[config.mk]
export PLATFORM = sky130hd
export DESIGN_NAME = branch_predict_unit
export DESIGN_NICKNAME = d
export VERILOG_FILES = /design/src/rtl/branch_pkg.sv /design/src/rtl/branch_cond.sv /design/src/rtl/branch_predict_unit.sv
export SDC_FILE = /design/constraint.sdc
export NUM_CORES = 2
export LEC_CHECK = 0
export ABC_CLOCK_PERIOD_IN_PS = 8600
export CAP_MARGIN = 25
export CORE_ASPECT_RATIO = 1.75
export CORE_MARGIN = 2
export CORE_UTILIZATION = 50
export DETAILED_ROUTE_END_ITERATION = 7
export HOLD_SLACK_MARGIN = 0.1
export PLACE_DENSITY = 0.71
export SKIP_CTS_REPAIR_TIMING = 1
export SLEW_MARGIN = 10
export SYNTH_ARGS = -nofsm -noshare
export SYNTH_HDL_FRONTEND = slang
export SYNTH_SLANG_ARGS = --single-unit
[constraint.sdc]
create_clock -name clk -period 8.6 [get_ports clk]
set_clock_uncertainty 0.2 [all_clocks]
set_input_delay 2.58 -clock clk [delete_from_list [all_inputs] [get_ports clk]]
set_output_delay 2.58 -clock clk [all_outputs]
set_load 0.05 [all_outputs]
[src/rtl/branch_pkg.sv]
// Shared opcodes, counter encodings and helpers for the branch predictor.
// Imported by the condition evaluator and the predictor top.
package branch_pkg;

  localparam logic [5:0] OP_BEQ  = 6'b000100;
  localparam logic [5:0] OP_BNE  = 6'b000101;
  localparam logic [5:0] OP_BLEZ = 6'b000110;
  localparam logic [5:0] OP_BGTZ = 6'b000111;

  typedef enum logic [1:0] {
    CTR_SNT = 2'b00,
    CTR_WNT = 2'b01,
    CTR_WT  = 2'b10,
    CTR_ST  = 2'b11
  } ctr_e;

  function automatic logic is_branch(input logic [5:0] op);
    return (op == OP_BEQ) || (op == OP_BNE) ||
           (op == OP_BLEZ) || (op == OP_BGTZ);
  endfunction

endpackage

[src/rtl/branch_cond.sv]
// Combinational branch condition and target evaluation.
// Target wraps modulo 2^ADDR_W.
module branch_cond
  import branch_pkg::*;
#(
  parameter int ADDR_W = 32
) (
  input  logic [5:0]        opcode,
  input  logic [31:0]       rs,
  input  logic [31:0]       rt,
  input  logic [15:0]       imm,
  input  logic [ADDR_W-1:0] pc,
  output logic              taken,
  output logic [ADDR_W-1:0] target,
  output logic              is_br
);

  logic signed [17:0] off18;
  logic [ADDR_W-1:0]  off;
  logic               rs_zero;
  logic               rs_neg;

  assign off18   = {imm, 2'b00};
  assign off     = ADDR_W'(off18);
  assign target  = pc + ADDR_W'(4) + off;
  assign is_br   = is_branch(opcode);
  assign rs_zero = (rs == 32'd0);
  assign rs_neg  = rs[31];

  always_comb begin
    taken = 1'b0;
    unique case (1'b1)
      opcode == OP_BEQ:  taken = (rs == rt);
      opcode == OP_BNE:  taken = (rs != rt);
      opcode == OP_BLEZ: taken = rs_neg || rs_zero;
      opcode == OP_BGTZ: taken = !rs_neg && !rs_zero;
      default:           taken = 1'b0;
    endcase
  end

endmodule

[src/rtl/branch_predict_unit.sv]
// Direct-mapped tagged 2-bit predictor with execute-stage resolution,
// training, mispredict redirect and saturating statistics.
module branch_predict_unit
  import branch_pkg::*;
#(
  parameter int ADDR_W    = 32,
  parameter int BHT_DEPTH = 16,
  parameter int STAT_W    = 16
) (
  input  logic              clk,
  input  logic              rst,
  input  logic [ADDR_W-1:0] lookup_pc,
  output logic              predict_taken,
  output logic [ADDR_W-1:0] predict_target,
  input  logic              resolve_valid,
  input  logic [ADDR_W-1:0] resolve_pc,
  input  logic [5:0]        resolve_opcode,
  input  logic [31:0]       resolve_rs_data,
  input  logic [31:0]       resolve_rt_data,
  input  logic [15:0]       resolve_imm,
  input  logic              resolve_pred_taken,
  input  logic [ADDR_W-1:0] resolve_pred_target,
  output logic              mispredict,
  output logic [ADDR_W-1:0] redirect_pc,
  output logic [STAT_W-1:0] branch_count,
  output logic [STAT_W-1:0] mispredict_count
);

  localparam int IDX_W = $clog2(BHT_DEPTH);
  localparam int TAG_W = ADDR_W - IDX_W - 2;

  logic              valid_q [BHT_DEPTH];
  logic [TAG_W-1:0]  tag_q   [BHT_DEPTH];
  logic [1:0]        ctr_q   [BHT_DEPTH];
  logic [ADDR_W-1:0] tgt_q   [BHT_DEPTH];

  logic [IDX_W-1:0]  lidx;
  logic [TAG_W-1:0]  ltag;
  logic              lhit;

  assign lidx = lookup_pc[IDX_W+1:2];
  assign ltag = lookup_pc[ADDR_W-1:IDX_W+2];
  assign lhit = valid_q[lidx] && (tag_q[lidx] == ltag);

  assign predict_taken  = lhit && ctr_q[lidx][1];
  assign predict_target = predict_taken ? tgt_q[lidx]
                                        : lookup_pc + ADDR_W'(4);

  logic              act_taken;
  logic [ADDR_W-1:0] act_tgt;
  logic              is_br;

  branch_cond #(.ADDR_W(ADDR_W)) u_cond (
    .opcode (resolve_opcode),
    .rs     (resolve_rs_data),
    .rt     (resolve_rt_data),
    .imm    (resolve_imm),
    .pc     (resolve_pc),
    .taken  (act_taken),
    .target (act_tgt),
    .is_br  (is_br)
  );

  logic [IDX_W-1:0]  ridx;
  logic [TAG_W-1:0]  rtag;
  logic              rhit;
  logic              upd;
  logic              mis;
  logic [ADDR_W-1:0] next_pc;
  logic [1:0]        ctr_cur;
  logic [1:0]        ctr_nxt;

  assign ridx    = resolve_pc[IDX_W+1:2];
  assign rtag    = resolve_pc[ADDR_W-1:IDX_W+2];
  assign rhit    = valid_q[ridx] && (tag_q[ridx] == rtag);
  assign upd     = resolve_valid && is_br;
  assign ctr_cur = ctr_q[ridx];
  assign next_pc = act_taken ? act_tgt : resolve_pc + ADDR_W'(4);

  // Target compare only matters when both sides agree on taken.
  assign mis = upd &&
               ((act_taken != resolve_pred_taken) ||
                (act_taken && (resolve_pred_target != act_tgt)));

  always_comb begin
    ctr_nxt = CTR_WNT;
    if (!rhit)
      ctr_nxt = act_taken ? CTR_WT : CTR_WNT;
    else if (act_taken)
      ctr_nxt = (ctr_cur == CTR_ST) ? CTR_ST : ctr_cur + 2'd1;
    else
      ctr_nxt = (ctr_cur == CTR_SNT) ? CTR_SNT : ctr_cur - 2'd1;
  end

  always_ff @(posedge clk or negedge rst) begin
    if (!rst) begin
      for (int i = 0; i < BHT_DEPTH; i++) begin
        valid_q[i] <= 1'b0;
        tag_q[i]   <= '0;
        ctr_q[i]   <= CTR_WNT;
        tgt_q[i]   <= '0;
      end
      mispredict       <= 1'b0;
      redirect_pc      <= '0;
      branch_count     <= '0;
      mispredict_count <= '0;
    end else begin
      mispredict <= mis;
      if (mis)
        redirect_pc <= next_pc;
      if (upd) begin
        valid_q[ridx] <= 1'b1;
        tag_q[ridx]   <= rtag;
        ctr_q[ridx]   <= ctr_nxt;
        tgt_q[ridx]   <= act_tgt;
        if (branch_count != '1)
          branch_count <= branch_count + STAT_W'(1);
      end
      if (mis && (mispredict_count != '1))
        mispredict_count <= mispredict_count + STAT_W'(1);
    end
  end

endmodule

==> run_results.csv <==
group,metric,value,unit
outcome,status,"complete, but fails checks",
outcome,violations,"setup timing",
yosys,synthTopCellsByCount,"dfrtp_1 (1025), nand2_1 (633), o21ai_0 (568)",
detailed_routing,drtIter0Drc,3694,
place,place_area,60170,um2
die,io_pins,284,
run,drv_cap,0,
setup_path,crit_top_cell,"buf_12",
detailed_routing,route.antenna.remaining_nets,0,
setup_path,crit_path_max_incr_delay,0.54,ns
die,die_w,252.2,um
setup_path,crit_path_cell_trace,"buf_16, buf_16, mux4_2, mux4_2, xnor2_1, nand4_1, or3_4, nor4_4, buf_4, buf_12, buf_12, buf_12, o21ai_4, buf_12",
global_routing,grt_pass1_vias,39840,
yosys,synthCells,4296,
setup_path,cp.arrival,5.96,ns
detailed_routing,post_drt_wl_per_cell,28.71,um
sta,worst_pin_slew,1.096,ns
sta,finalCriticalPeriod,8.740,ns
finish,areaGrowthSynthToFinish,18.37,%
sta,whs,0.2764,ns
global_routing,antenna_found_initial,1,
power,powerDensity,185.1,nW/um2
sta,fin_crit_sh,101.6,%
yosys,synth_area,53910,um2
setup_path,r2r_cells,10,
die,initial_utilization,50.37,%
yosys,avgSynthCellArea,12.55,um2
yosys,synth_top_area_cell,"dfrtp_1",
yosys,async_reset_ff_share,100.0,%
global_routing,grt_pass1_wl,254900,um
yosys,netlist_top_cells_area,"dfrtp_1 (48%), mux4_2 (18%), mux2_2 (10%)",
finish,nFillCells,8348,
min_path,hold_path.class,"flip-flop to flip-flop",
setup_path,rr_startpoint,"tag_q[11]",
yosys,synth_edf_count,0,
finish,layout-drive-gt1-share,32.98,%
die,rows,159,
global_routing,groute.usage.overall,31.39,%
finish,fin_util,59.62,%
min_path,worstHoldStart,"tgt_q[501]",
place,place_inst,5841,
detailed_routing,vias,38440,
yosys,synth_seq_cells,1041,
sta,finalMaxSlewViolations,0,
setup_path,critPathRequiredTime,5.82,ns
min_path,holdPathEnd,"tgt_q[501]",
clocking,cts_sinks,1041,
sta,setup_tns,-2.768,ns
finish,stdcell_area,63820,um2
clocking,cts.reportedPaths.clkPinSlew,0.07,ns
detailed_routing,firstDrtPassIters,5,
yosys,syn_nets,4524,
power,ir_drop,0.1503,mV
sta,fin_ws,-0.1403,ns
setup_path,ff2ff_setup_slack,4.52,ns
clocking,cts_inserted_buffers,91,
yosys,yosys.cell_count.top_type,"dfrtp_1",
place,gp_congestion,1.021,
yosys,ys.flop_type,"dfrtp_1",
min_path,worstHoldPathCells,2,
global_routing,grt_max_degree,170,
clocking,clock_latency,0.72,ns
setup_path,cp-end-kind,"output port",
finish,multi_input_area,26930,um2
sta,max_freq,0.1144,GHz
power,p_leak,28.59,nW
setup_path,cpMaxStageDelayCell,"mux4_2",
clocking,clk_path_buf_depth,3,
global_routing,gr-total-overflow,0,
setup_path,timing.rr.end,"ctr_q[20]",
yosys,synth_top_area_share,47.58,%
detailed_routing,drc,0,
setup_path,path_max_fanout,19,
yosys,synth.distinct_cells,82,
sta,max-slew-margin-rel,26.91,%
finish,seq_area,26070,um2
yosys,ys_seq_area_share,48.36,%
detailed_routing,via_per_inst,6.380,
die,die-area,110600,um2
clocking,cts_tree,"built",
finish,nNetsFinal,4814,
clocking,htree_levels,3,
detailed_routing,wirelength,173000,um
place,port-buffer-count,283,
clocking,cts-root-buf,"clkbuf_16",
die,die_h,438.4,um
setup_path,crit_type,"input port to output port",
place,dp_hpwl,116100,um
sta,hold_viol_final,0,
yosys,yosys_warnings,0,
finish,final_cells,6024,
sta,setup_viol,33,
sta,rsz0062_at_grt,"yes",
die,core,107000,um2
setup_path,startpoint_type,"input port",
==> how the worst max path moves through the flow <==
stage | from | to | slack [ns] | cells past startpoint
floorplan | lookup_pc[3] | predict_target[26] | 0.01 | 11
global placement | lookup_pc[2] | predict_target[27] | -0.20 | 13
detailed placement | lookup_pc[2] | predict_target[27] | -0.23 | 13
CTS | lookup_pc[2] | predict_target[27] | -0.25 | 13
global route | lookup_pc[2] | predict_target[20] | -0.18 | 14
finish | lookup_pc[2] | predict_target[4] | -0.14 | 14
==> placed cells by master, fill, tap and decap left out, drive strengths merged, types with 30 or more instances in the layout <==
master         count
nor2              50
ha                41
a21oi             44
xnor2            154
clkbuf           133
xor2              61
and3              30
nand2            633
mux2             515
buf              324
mux4             433
clkdlybuf4s50    241
nand3             63
dfrtp           1025
o21ai            575
nand4             47
==> through the flow <==
step                      total power (W)  worst slack [ns]
after CTS                         0.01184           -0.2516
after detailed placement         0.007570           -0.2314
after global routing              0.01221           -0.1805
after floorplan                  0.006629           0.01291
final                             0.01181           -0.1403
after global placement           0.007521           -0.1973
==> registers in the layout, indices dropped and copies added, names as in the netlist <==
register / count
tgt_q: 512
tag_q: 416
ctr_q: 32
redirect_pc: 32
branch_count: 16
mispredict_count: 16
valid_q: 16
mispredict: 1
==> cell type report <==
class                   count  share of cell area [%]
multi-input cells        2857                   42.21
flip-flops and latches   1041                   40.85
repair buffers            572                   9.292
clock buffers             126                   4.104
well taps                1368                   2.682
clock inverters            36                  0.7235
inverters                  23                  0.1353
diodes                      1                0.003921
==> worst max-delay path: cells and delay by family <==
kind	cells	cell delay, ns
simple gates	3	0.85
mux	2	1.05
compound gates	1	0.06
xor+xnor	1	0.25
buf+inv	7	1.13
==> layer usage <==
metal / GRT usage, % / routed length, um / vias up
met1: 37.16 / 61430 / 19940
met4: 21.69 / 13990 / 0
met5: 0 / 0 / -
li1: - / - / 16280
met2: 51.71 / 84710 / 1706
met3: 6.203 / 12840 / 507
==> power breakdown <==
part	switching (W)	leakage [nW]	total [W]	internal, W
combinational	0.00121	12.8	0.00212	0.000904
clock	0.00194	1.51	0.00430	0.00236
sequential	0.000198	14.3	0.00540	0.00520
total	0.00335	28.6	0.0118	0.00846
==> kinds of logic (layout without fill, tap and decap cells) <==
group	Yosys count	count (layout)	synth area share (%)
DFF	1041	1041	48.36
muxes	954	954	29.15
and+or+nand+nor	943	943	7.738
AOI/OAI and AO/OA	693	693	6.953
buffers and inverters	398	757	2.864
xor gates and xnor gates	225	225	3.946
adders and majority gates	42	42	0.9887
other	0	1	0
No activity file was read; power rests on OpenSTA's default activity.
